**config.mk**
```make
export PLATFORM = sky130hd
export DESIGN_NAME = image_sequencer
export DESIGN_NICKNAME = d
export VERILOG_FILES = /design/src/rtl/image_seq_pkg.sv /design/src/rtl/auto_advance_timer.sv /design/src/rtl/image_sequencer.sv
export SDC_FILE = /design/constraint.sdc
export NUM_CORES = 1
export LEC_CHECK = 0
export ABC_AREA = 1
export ABC_CLOCK_PERIOD_IN_PS = 6150
export BUFFER_PORTS_ARGS = -buffer_cell sky130_fd_sc_hd__buf_2
export CORE_MARGIN = 5
export CORE_UTILIZATION = 45
export DETAILED_ROUTE_END_ITERATION = 7
export GPL_ROUTABILITY_DRIVEN = 0
export SLEW_MARGIN = 20
export SYNTH_ARGS = -nofsm -noshare
export SYNTH_HDL_FRONTEND = slang
export SYNTH_HIERARCHICAL = 1
export SYNTH_SLANG_ARGS = --single-unit
```
**constraint.sdc**
```tcl
create_clock -name clk -period 6.15 [get_ports clk]
set_input_delay 0.615 -clock clk [delete_from_list [all_inputs] [get_ports clk]]
set_output_delay 0.615 -clock clk [all_outputs]
set_load 0.03 [all_outputs]
```
**src/rtl/image_seq_pkg.sv**
```systemverilog
// Shared types, widths and index-wrap helpers for the image sequencer.
package image_seq_pkg;

    typedef enum logic [1:0] {StInit, StIdle, StPend, StLoad} state_e;

    localparam int unsigned SEL_W               = 4;
    localparam int unsigned DEFAULT_NUM_IMAGES  = 4;
    localparam int unsigned DEFAULT_AUTO_FRAMES = 180;

    function automatic logic [SEL_W-1:0] wrap_inc(input logic [SEL_W-1:0] v,
                                                  input int unsigned     n);
        if (int'(v) >= int'(n) - 1) return '0;
        return v + SEL_W'(1);
    endfunction

    function automatic logic [SEL_W-1:0] wrap_dec(input logic [SEL_W-1:0] v,
                                                  input int unsigned     n);
        if (v == '0) return SEL_W'(n - 1);
        return v - SEL_W'(1);
    endfunction

endpackage

```
**src/rtl/auto_advance_timer.sv**
```systemverilog
// Counts frame_start pulses while enabled and flags an auto-advance request
// on the frame that completes each AUTO_FRAMES period.
module auto_advance_timer #(
    parameter int unsigned AUTO_FRAMES = 180
) (
    input  logic clk,
    input  logic reset,
    input  logic frame_start,
    input  logic enable,
    input  logic clear,
    output logic auto_req
);

    logic [7:0] count_q, count_d;
    logic       at_limit;

    assign at_limit = (count_q == 8'(AUTO_FRAMES - 1));
    assign auto_req = frame_start & enable & at_limit;

    always_comb begin
        count_d = count_q;
        if (clear || !enable) begin
            count_d = '0;
        end else if (frame_start) begin
            count_d = at_limit ? 8'd0 : count_q + 8'd1;
        end
    end

    always_ff @(posedge clk or posedge reset) begin
        if (reset) begin
            count_q <= '0;
        end else begin
            count_q <= count_d;
        end
    end

endmodule

```
**src/rtl/image_sequencer.sv**
```systemverilog
// Selects the displayed image: resolves button/auto requests into a pending
// target and commits it at frame boundaries through a loader handshake.
module image_sequencer
    import image_seq_pkg::*;
#(
    parameter int unsigned NUM_IMAGES  = DEFAULT_NUM_IMAGES,
    parameter int unsigned AUTO_FRAMES = DEFAULT_AUTO_FRAMES
) (
    input  logic             clk,
    input  logic             reset,
    input  logic             btn_next,
    input  logic             btn_prev,
    input  logic             auto_en,
    input  logic             frame_start,
    input  logic             load_done,
    output logic [SEL_W-1:0] image_select,
    output logic             load_req,
    output logic             blank,
    output logic             busy
);

    state_e           state_q;
    logic [SEL_W-1:0] target_q, target_d;
    logic             manual, auto_req, timer_en;

    assign manual   = btn_next | btn_prev;
    assign timer_en = (state_q == StIdle) & auto_en;

    auto_advance_timer #(
        .AUTO_FRAMES (AUTO_FRAMES)
    ) u_timer (
        .clk         (clk),
        .reset       (reset),
        .frame_start (frame_start),
        .enable      (timer_en),
        .clear       (manual),
        .auto_req    (auto_req)
    );

    // Simultaneous next+prev cancel; auto yields to any manual pulse.
    always_comb begin
        target_d = target_q;
        if (state_q != StInit) begin
            if ((btn_next && !btn_prev) || (auto_req && !manual)) begin
                target_d = wrap_inc(target_q, NUM_IMAGES);
            end else if (btn_prev && !btn_next) begin
                target_d = wrap_dec(target_q, NUM_IMAGES);
            end
        end
    end

    always_ff @(posedge clk or posedge reset) begin
        if (reset) begin
            state_q      <= StInit;
            target_q     <= '0;
            image_select <= '0;
            load_req     <= 1'b0;
            blank        <= 1'b1;
            busy         <= 1'b1;
        end else begin
            target_q <= target_d;
            unique case (state_q)
                StInit: begin
                    if (frame_start) begin
                        state_q      <= StLoad;
                        image_select <= '0;
                        load_req     <= 1'b1;
                    end
                end
                StIdle: begin
                    if (target_d != image_select) begin
                        state_q <= StPend;
                        busy    <= 1'b1;
                    end
                end
                StPend: begin
                    // Cancel check uses the registered target, so a request
                    // that lands with frame_start only affects the next load.
                    if (target_q == image_select) begin
                        state_q <= StIdle;
                        busy    <= 1'b0;
                    end else if (frame_start) begin
                        state_q      <= StLoad;
                        image_select <= target_q;
                        load_req     <= 1'b1;
                        blank        <= 1'b1;
                    end
                end
                StLoad: begin
                    if (load_done) begin
                        load_req <= 1'b0;
                        blank    <= 1'b0;
                        if (target_d != image_select) begin
                            state_q <= StPend;
                        end else begin
                            state_q <= StIdle;
                            busy    <= 1'b0;
                        end
                    end
                end
            endcase
        end
    end

endmodule

```
==> flow_summary.ini <==
[run_status]
run_status = completed

[clocking]
postCtsSetupRepairBufs = 0
cts.path.max_buffers = 2
cts_buffers = 3
cts.sinks = 21
clk_latency_ns = 0.31
path_clk_slew_ns = 0.13
cts_tree = yes
post_cts_resized = 0
cts_hold_buffers = 0
htree_levels = 1
clockRootBuffer = clkbuf_4

[floorplanning]
initial_utilization = 0.462
core_area_sq_um = 3340
ios = 14
die-area_sq_um = 4700
dieHeight_microns = 68.6
fp-row-count = 21
die_x_microns = 68.6

[critical_path]
crit_path_start_kind = register
critPathMaxFanout = 5
worstSetupPathType = reg2reg
rr_startpoint = state_q[1]$_DFFE_PP0P_
worstSetupEndpointType = register
crit_arrival_ns = 2.83
r2r_end = busy$_DFFE_PP1P_
crit_required_ns = 6.40
reg2reg_slack_ns = 3.57
reg2regPathDepth = 18

[global_route]
grt_max_degree = 14
grt.total_usage = 0.158
grt_overflow = 0
grt_pass1_vias = 1285
grt_pass1_wl_microns = 5690
antenna_found_initial = 0

[place]
place_area_sq_um = 1660
numPortBuffers = 13
post-dp-hpwl_microns = 2650

[route]
drc = 0
wirelength_microns = 3280
drtAntennaViolNets = 0
vias = 1368
initialDrtViolationCount = 49
vias_per_cell = 4.90
post_drt_wl_per_cell_microns = 11.7
drt_pass1_iterations = 4

[sta]
min_period_ns = 2.58
tightest_slew_ns = 0.507
tns_ns = 0
finalHoldViolations = 0
rsz0062_at_grt = no
finalMaxSlewViolations = 0
period_share = 0.420
whs_ns = 0.235
relSlewSlack = 0.662
finalSetupViolations = 0
clock-skew-final_ns = 0.0132
fmax_mhz = 387

[cells_and_area]
drive_gt1_frac = 0.249
fin_nets = 246
antenna_cells = 0
layout_commonest_cell = nand2_1
final_cell_area_sq_um = 1690
syn_to_final_growth_pct = 9.33
mostFrequentLayoutCells = 62 x nand2_1, 33 x inv_1, 19 x nand3_1, 19 x dfrtp_1, 13 x buf_2

[worst_hold_path]
hp-class = in2async

[pwr]
p_leak_nw = 0.875
power_switching_share = 0.503
combPwrFrac = 0.551
power_density_nw_per_um2 = 399
ir_drop_mv = 0.204
seq_power_share = 0.344
p_switching_uw = 339
internal-power_uw = 335
clkPwrFrac = 0.105

[yosys]
synth_cell_types = 28
synth.avg_cell_area_sq_um = 7.11
ys_ff_latch = 21
syn_area_sq_um = 1540
yosys_warnings = 6
synth_seq_area_share = 0.342
synth_nets = 229
synth_cells = 217

[run]
cap_violations = 0
worst max-delay path by stage:
| stage | to | startpoint |
|---|---|---|
| floorplan | busy$_DFFE_PP1P_ | auto_en |
| global placement | busy$_DFFE_PP1P_ | state_q[1]$_DFFE_PP0P_ |
| detailed placement | busy$_DFFE_PP1P_ | auto_en |
| CTS | busy$_DFFE_PP1P_ | state_q[0]$_DFFE_PP0P_ |
| global route | busy$_DFFE_PP1P_ | state_q[1]$_DFFE_PP0P_ |
| finish | busy$_DFFE_PP1P_ | state_q[1]$_DFFE_PP0P_ |
layout make-up:
type                       count  area, sq um
timing repair buffer          13         65.1
clock buffer                   4         26.3
inverter                      39          149
multi-input combinational    156          861
sequential                    21          528
tap                           46         57.6
fill                         365         1650
stage by stage:
step | power [mW] | setup WS (ns) | std cells | util
after floorplan | 0.522 | 3.88 | 217 | -
after global placement | 0.609 | 3.61 | 275 | 0.498
after detailed placement | 0.607 | 3.61 | 275 | 0.498
after CTS | 0.680 | 3.58 | 279 | 0.505
after global routing | 0.735 | 3.33 | 279 | 0.505
final | 0.673 | 3.57 | 279 | 0.505
power by group through the flow:
stage / sequential [mW] / combinational (mW) / clock (mW)
4_1_cts: 0.231 / 0.374 / 0.0741
3_5_place_dp: 0.233 / 0.374 / 0
5_1_grt: 0.240 / 0.417 / 0.0788
6_report: 0.232 / 0.371 / 0.0707
2_1_floorplan: 0.262 / 0.260 / 0
3_3_place_gp: 0.234 / 0.374 / 0
Yosys cell counts (all sizes together):
master   number  area share
or2           1      0.0041
ha            5       0.041
o21ai         3       0.012
dfrtp        19        0.31
xnor2         1      0.0057
nand3        22       0.086
inv          39       0.097
xor2          3       0.017
nor2         24       0.097
buf           1      0.0032
dfstp         2       0.034
nand4         8       0.032
nor3          2      0.0065
o22ai         5       0.020
a21oi         6       0.022
nand2        74        0.20
a41oi         1      0.0057
o2111ai       1      0.0057
worst max-delay path, cell delays in order (launching register included):
cell and delay [ns]:
dfrtp_1 0.48, inv_1 0.13, nand2_1 0.14, nor2_1 0.28
inv_1 0.14, nor3_1 0.31, nor2_1 0.07, nor2_1 0.12
nand2_1 0.09, nand2_1 0.06, nand2_1 0.05, nand3_1 0.06
nand2_1 0.07, nor2_2 0.14, nand2_2 0.09, a21oi_2 0.14
nand2_1 0.06, nand2_1 0.05, nand2_1 0.04
logic make-up (layout without fill, tap and decap cells):
family / Yosys count / in the layout / synth area share
AND/OR/NAND/NOR: 131 / 131 / 0.429
buffers and inverters: 40 / 56 / 0.0998
flip-flops: 21 / 21 / 0.342
AO/OA/AOI/OAI: 16 / 16 / 0.0657
adder cells (fa/ha/maj): 5 / 5 / 0.0406
XOR/XNOR: 4 / 4 / 0.0227
state kept, by name, indices dropped and copies added, names as in the netlist:
register / flops
blank: 1
state_q: 2
load_req: 1
busy: 1
u_timer/count_q: 8
image_select: 4
target_q: 4
per-layer routing:
layer,share of wire,routed length (microns),track usage,vias to the layer above
li1,-,-,-,716
met1,0.45,1490,0.205,630
met2,0.51,1690,0.279,17
met3,0.021,69,0.0194,5
met4,0.011,36,0.0372,0
met5,0,0,0,-
(Power assumes the default switching activity.)
